`src/rtl/config_loader_pkg.sv`:
```
// Shared types and constants for the fabric configuration loader.
// Bus field positions follow {mod_id, tile_id}.
package config_loader_pkg;

  typedef enum logic [2:0] {
    HDR,
    ADDR,
    DATA,
    ISSUE,
    DONE,
    ERR
  } state_t;

  localparam logic [15:0] MAGIC_DEFAULT     = 16'hC0F1;
  localparam logic [31:0] IDLE_ADDR_DEFAULT = 32'hFFFF_FFFF;

  localparam int TILE_ID_LSB = 0;
  localparam int MOD_ID_LSB  = 16;

endpackage

```
`src/rtl/config_loader.sv`:
```
// Write side of the tile configuration bus: turns a framed
// (addr, data) word stream into held bus writes, parked when idle.
module config_loader
  import config_loader_pkg::*;
#(
  parameter int unsigned HOLD_CYCLES = 1,
  parameter logic [31:0] IDLE_ADDR   = IDLE_ADDR_DEFAULT,
  parameter logic [15:0] MAGIC       = MAGIC_DEFAULT
) (
  input  logic        clk,
  input  logic        reset,
  input  logic [31:0] in_data,
  input  logic        in_valid,
  output logic        in_ready,
  output logic [31:0] config_addr,
  output logic [31:0] config_data,
  output logic        busy,
  output logic        done,
  output logic        error
);

  localparam logic [7:0] HOLD_INIT = 8'(HOLD_CYCLES - 1);

  state_t      r_state;
  logic [15:0] r_remain;
  logic [7:0]  r_hold;
  logic [31:0] r_addr_hold;
  logic [31:0] r_bus_addr;
  logic [31:0] r_bus_data;
  logic        r_done;
  logic        r_error;

  logic        w_xfer;
  logic [15:0] w_magic;
  logic [15:0] w_count;

  assign in_ready = (r_state != ISSUE) && (r_state != DONE);
  assign busy     = (r_state != HDR) && (r_state != ERR);
  assign w_xfer   = in_valid && in_ready;
  assign w_magic  = in_data[MOD_ID_LSB +: 16];
  assign w_count  = in_data[TILE_ID_LSB +: 16];

  assign config_addr = r_bus_addr;
  assign config_data = r_bus_data;
  assign done        = r_done;
  assign error       = r_error;

  always_ff @(posedge clk or negedge reset) begin
    if (!reset) begin
      r_state     <= HDR;
      r_remain    <= '0;
      r_hold      <= '0;
      r_addr_hold <= '0;
      r_bus_addr  <= IDLE_ADDR;
      r_bus_data  <= '0;
      r_done      <= 1'b0;
      r_error     <= 1'b0;
    end else begin
      r_done <= 1'b0;
      unique case (r_state)
        HDR: begin
          if (w_xfer) begin
            if (w_magic != MAGIC) begin
              r_state <= ERR;
              r_error <= 1'b1;
            end else if (w_count == 16'd0) begin
              r_state <= DONE;
              r_done  <= 1'b1;
            end else begin
              r_remain <= w_count;
              r_state  <= ADDR;
            end
          end
        end
        ADDR: begin
          if (w_xfer) begin
            r_addr_hold <= in_data;
            r_state     <= DATA;
          end
        end
        DATA: begin
          if (w_xfer) begin
            r_bus_addr <= r_addr_hold;
            r_bus_data <= in_data;
            r_hold     <= HOLD_INIT;
            r_state    <= ISSUE;
          end
        end
        ISSUE: begin
          if (r_hold == 8'd0) begin
            r_bus_addr <= IDLE_ADDR;
            r_bus_data <= '0;
            r_remain   <= r_remain - 16'd1;
            if (r_remain == 16'd1) begin
              r_state <= DONE;
              r_done  <= 1'b1;
            end else begin
              r_state <= ADDR;
            end
          end else begin
            r_hold <= r_hold - 8'd1;
          end
        end
        DONE: r_state <= HDR;
        // Only reset leaves the error state; all input is swallowed.
        ERR: r_state <= ERR;
        default: r_state <= HDR;
      endcase
    end
  end

endmodule

```
`config.mk`:
```
export PLATFORM = sky130hd
export DESIGN_NAME = config_loader
export DESIGN_NICKNAME = d
export VERILOG_FILES = /design/src/rtl/config_loader_pkg.sv /design/src/rtl/config_loader.sv
export SDC_FILE = /design/constraint.sdc
export NUM_CORES = 1
export LEC_CHECK = 0
export BUFFER_PORTS_ARGS = -buffer_cell sky130_fd_sc_hd__buf_2
export CORE_ASPECT_RATIO = 1.25
export CORE_MARGIN = 2
export CORE_UTILIZATION = 45
export DETAILED_ROUTE_END_ITERATION = 12
export GPL_TIMING_DRIVEN = 1
export PLACE_DENSITY = 0.67
export RECOVER_POWER = 50
export SLEW_MARGIN = 10
export SYNTH_ARGS = -nofsm -noshare
export SYNTH_HDL_FRONTEND = slang
export SYNTH_SLANG_ARGS = --single-unit
export TNS_END_PERCENT = 5
```
`constraint.sdc`:
```
create_clock -name clk -period 2.35 [get_ports clk]
set_clock_uncertainty 0.05 [all_clocks]
set_input_delay 0.47 -clock clk [delete_from_list [all_inputs] [get_ports clk]]
set_output_delay 0.47 -clock clk [all_outputs]
set_load 0.02 [all_outputs]
```
# Yosys cells after proc, flatten, opt, wreduce, memory -nomap -nowiden
# Cells that the tools add are included.
totals:
  out_inout_bits: 68
  in_bits: 35
  ram_bits: 0
  mem_count: 0
  latch_bits: 0
  mem_bits_ro: 0
  ff_bits: 125
classes:
  n_lt_le_gt_ge: 0
  n_shift: 0
  bitwise_logic: 0
  div: 0
  reduce_logical: 15
  n_eq_ne: 16
  multipliers: 0
  n_mux: 28
  add_sub_neg: 2
op_table:
  columns: ["operator", "count"]
  rows:
  - ["$mux 32", 4]
  - ["$pmux 32 s2", 2]
  - ["$mux 16", 4]
  - ["$pmux 16 s2", 1]
  - ["$mux 3", 7]
  - ["$eq 16x1->1 const B", 1]
  - ["$logic_not 16->1", 1]
  - ["$mux 8", 2]
  - ["$ne 16x16->1 const B", 1]
  - ["$pmux 8 s2", 1]
  - ["$sub 16x1->16 const B", 1]
  - ["$pmux 3 s5", 1]
  - ["$ne 2x2->1 const B", 7]
  - ["$reduce_and 3->1", 3]
  - ["$logic_not 8->1", 1]
  - ["$sub 8x1->8 const B", 1]
  - ["$eq 3x2->1 const B", 2]
  - ["$ne 3x3->1 const B", 2]
  - ["$mux 1", 5]
  - ["$reduce_and 5->1", 1]
  - ["$reduce_and 4->1", 1]
  - ["$reduce_bool 2->1", 2]
  - ["$eq 3x1->1 const B", 1]
  - ["$eq 3x3->1 const B", 1]
  - ["other kinds (6)", 8]

# Logic depth before layout (Yosys ltp)
depth:
  depth_word: 5
  ltp_mapped: 9

# Least setup slack after synthesis
# OpenSTA, ideal clock, no wires.
synth_path:
  kind: "register to register"
  from: "register r_hold[2]"
  to: "register r_remain[11]"
  arrival_time_ps: 1939
  stages_incl_launch_ff: 7
  path_slack_ps: 239
  t_required_ps: 2178
  setup_time_ps: 122
  cell_sequence: "dfrtp_1 buf_6 or4_4 nor4_4 nand2_2 or3_1 a32o_1"
synth_between:
  elab_chain_len: 3
synth_lines:
  columns: ["item", "line_no", "text"]
  rows:
  - ["start, declared", "config_loader.sv:26", "logic [7:0] r_hold;"]
  - ["start signal, assigned", "config_loader.sv:101", "r_hold <= r_hold - 8'd1;"]
  - ["$logic_not 8->1", "config_loader.sv:90", "if (r_hold == 8'd0) begin"]
  - ["$ne 2x2->1 (no source line)", null, null]
  - ["$reduce_and 5->1 (no source line)", null, null]
  - ["end signal, assigned", "config_loader.sv:70", "r_remain <= w_count;"]
  - ["end signal, assigned", "config_loader.sv:93", "r_remain <= r_remain - 16'd1;"]
  - ["end, declared", "config_loader.sv:25", "logic [15:0] r_remain;"]
# Every way passes these cells.
# A chain may end at the register's enable or synchronous reset.

# Worst setup path in the final report
layout_path:
  from: "register r_hold[3]"
  to: "register r_remain[11]"
# The elaborated chain is that of the path after synthesis.

==> flow_summary.json <==
{
  "endpoint_kind": "register",
  "grt_max_degree": 43,
  "post_cts_buffers": 0,
  "cts_tree": "done",
  "yosysMostFrequentCell": "dfrtp_1",
  "ant_nets": 0,
  "ys.flop_type": "dfrtp_1",
  "synth_top_area_cell": "dfrtp_1",
  "leakagePower_nw": 2.80,
  "period_needed_ns": 2.22,
  "fin_area_sq_um": 6690,
  "status": "completed",
  "ctsResizeCount": 0,
  "insertion_delay_ns": 0.41,
  "tightestPinTransition_ns": 0.917,
  "yosys_warnings": 0,
  "num_rows": 44,
  "final_nets": 589,
  "cp_slowest_cell": "or4_4",
  "syn_to_final_growth_pct": 26.0,
  "netlist_instances": 424,
  "critPathMaxStageDelay_ns": 0.59,
  "clk_pin_slew_ns": 0.06,
  "yosysTopAreaCellShare_pct": 43.8,
  "async_flop_share_pct": 100,
  "r2r_slack_ns": 0.13,
  "worstPathCellList": "or4_4, nor4_4, nand2_2, or3_1, a32o_1",
  "grt_pass1_vias": 4276,
  "cts_made_buffers": 17,
  "cts.htree.levels": 4,
  "fin_crit_sh_pct": 94.3,
  "drtIter0Drc": 231,
  "min_from": "in_data[28]",
  "finalMaxSlewViolations": 0,
  "fin_setup_tns_ns": 0,
  "hpwl_um": 9650,
  "gp_congestion": 0.915,
  "ys_seq_area_share_pct": 59.7,
  "synth-edff-count": 0,
  "start_util_pct": 45.9,
  "rsz0062_at_grt": "false",
  "irDropWorstVdd_mv": 0.806,
  "wl_per_cell_um": 20.0,
  "core_sq_um": 11600,
  "placed_cells_incl_taps": 668,
  "max_clock_freq_mhz": 451,
  "relSlewSlack_pct": 38.9,
  "finalPower_mw": 10.3,
  "dr.pass1.iters": 4,
  "antenna_cells": 0,
  "avgSynthCellArea_sq_um": 12.5,
  "critPathLaunchType": "register",
  "holdCritPathClass": "in2reg",
  "viasPerCell": 5.85,
  "io_pins": 103,
  "synth_area_sq_um": 5310,
  "gr-total-overflow": 0,
  "numPortBuffers": 102,
  "wl_um": 14000,
  "antenna_found_initial": 0,
  "place_area_sq_um": 6200,
  "fin_util_pct": 57.8,
  "syn-num-nets": 463,
  "hold_viol": 0,
  "min_path_cells": 2,
  "cts_sinks": 125,
  "min_to": "config_data[28]",
  "r2r-start": "r_hold[3]",
  "layout_setup_ws_ns": 0.133,
  "cp_max_fo": 7,
  "reg2reg_depth": 5,
  "synth_common_cells": "dfrtp_1 (93), a22o_1 (33), mux2_2 (33), dfstp_2 (32), o22a_1 (32)",
  "whs_ns": 0.258,
  "clock_path_buffers": 2,
  "remaining_drc_errors": 0,
  "p_per_area_nw_per_um2": 1540,
  "die_w_um": 101,
  "yosysUniqueCellTypes": 52,
  "layout.cells.non_filler": 701,
  "timing.rr.end": "r_remain[11]",
  "cts_root_buf": "clkbuf_16",
  "grt_usage_pct": 23.5,
  "die_h_um": 125,
  "cp.required_ns": 2.60,
  "vias": 4104,
  "pre_cts_slack_ns": -0.114,
  "synth-seq-cells": 125,
  "drive_gt1_share_pct": 35.9,
  "die_area_sq_um": 12700,
  "setup_viol": 0,
  "crit_type": "reg2reg",
  "maxCapViolCount": 0,
  "synth_area_leaders": "dfrtp_1 (44%), dfstp_2 (16%), mux2_2 (7.0%), a22o_1 (5.4%), o22a_1 (5.3%)",
  "grt_first_pass_wirelength_um": 22800,
  "cp.arrival_ns": 2.47
}
-- kinds of logic after synthesis --
family                   Yosys count  synth area share, %
multiplexers                      34                 7.19
flip-flops                       125                 59.7
AO/OA/AOI/OAI                    113                 16.8
AND/OR/NAND/NOR                  110                 11.9
XOR/XNOR                           6                0.990
adder cells (fa/ha/maj)            4                0.943
buffers and inverters             32                 2.50
-- power breakdown --
group          internal, mW  total [mW]  switching [mW]
combinational          1.69        3.98            2.29
clock                  1.46        2.43           0.977
sequential             3.25        3.88           0.631
-- per-layer routing --
layer  vias up  track usage [%]  share of wire, %
li1       1865                -                 -
met1      2106             30.3                42
met2       117             38.7                52
met3        16             5.65               4.1
met4         0             7.79               1.6
met5         -                0                 0
-- worst max-delay path by stage --
stage | from | end | slack, ns
2_1_floorplan | r_hold[2] | r_remain[11] | 0.24
3_3_place_gp | in_data[19] | r_remain[9] | -0.01
3_5_place_dp | in_data[19] | r_remain[9] | -0.11
4_1_cts | r_hold[3] | r_remain[11] | 0.14
5_1_grt | r_state[2] | r_remain[9] | 0.04
6_report | r_hold[3] | r_remain[11] | 0.13
-- registers in the layout (all words and copies together) (netlist names) --
| name | cells |
|---|---|
| error | 1 |
| r_state | 3 |
| done | 1 |
| config_addr | 32 |
| r_addr_hold | 32 |
| r_remain | 16 |
| r_hold | 8 |
| config_data | 32 |
-- repair_timing --
action,CTS,global route
endpoints found under the hold margin,24,0
endpoints found under the setup margin,0,0
hold buffers,1,0
-- layout by cell type, fill, tap and decap left out, types with 4 or more instances in the layout --
master,instances
a21oi_1,10
a22o_1,33
buf_12,4
buf_2,68
buf_4,25
clkbuf_1,36
clkbuf_16,17
clkinv_2,4
dfrtp_1,93
dfstp_2,32
ha_1,4
inv_1,4
mux2_2,33
nand2_1,20
nand3_1,10
nand3b_1,5
nand4_1,9
nor2_1,19
nor3_1,5
nor4_1,11
o211ai_1,6
o21ai_0,10
o22a_1,32
or3_1,6
xor2_1,5
-- critical path, delay by kind of cell (launching register included) --
| family | cells | cell delay (ns) |
|---|---|---|
| simple gates | 4 | 1.34 |
| flops | 1 | 0.43 |
| compound gates | 1 | 0.27 |
-- area by class of cell --
class                           count  area, sq um
Fill cell                         985         4870
Sequential cell                   125         3170
Multi-Input combinational cell    267         2020
Timing Repair Buffer              135          763
Clock buffer                       19          433
Tap cell                          138          173
Clock inverter                     13          118
Inverter                            4         15.0
Note: power is estimated with default switching activity, not from simulation.
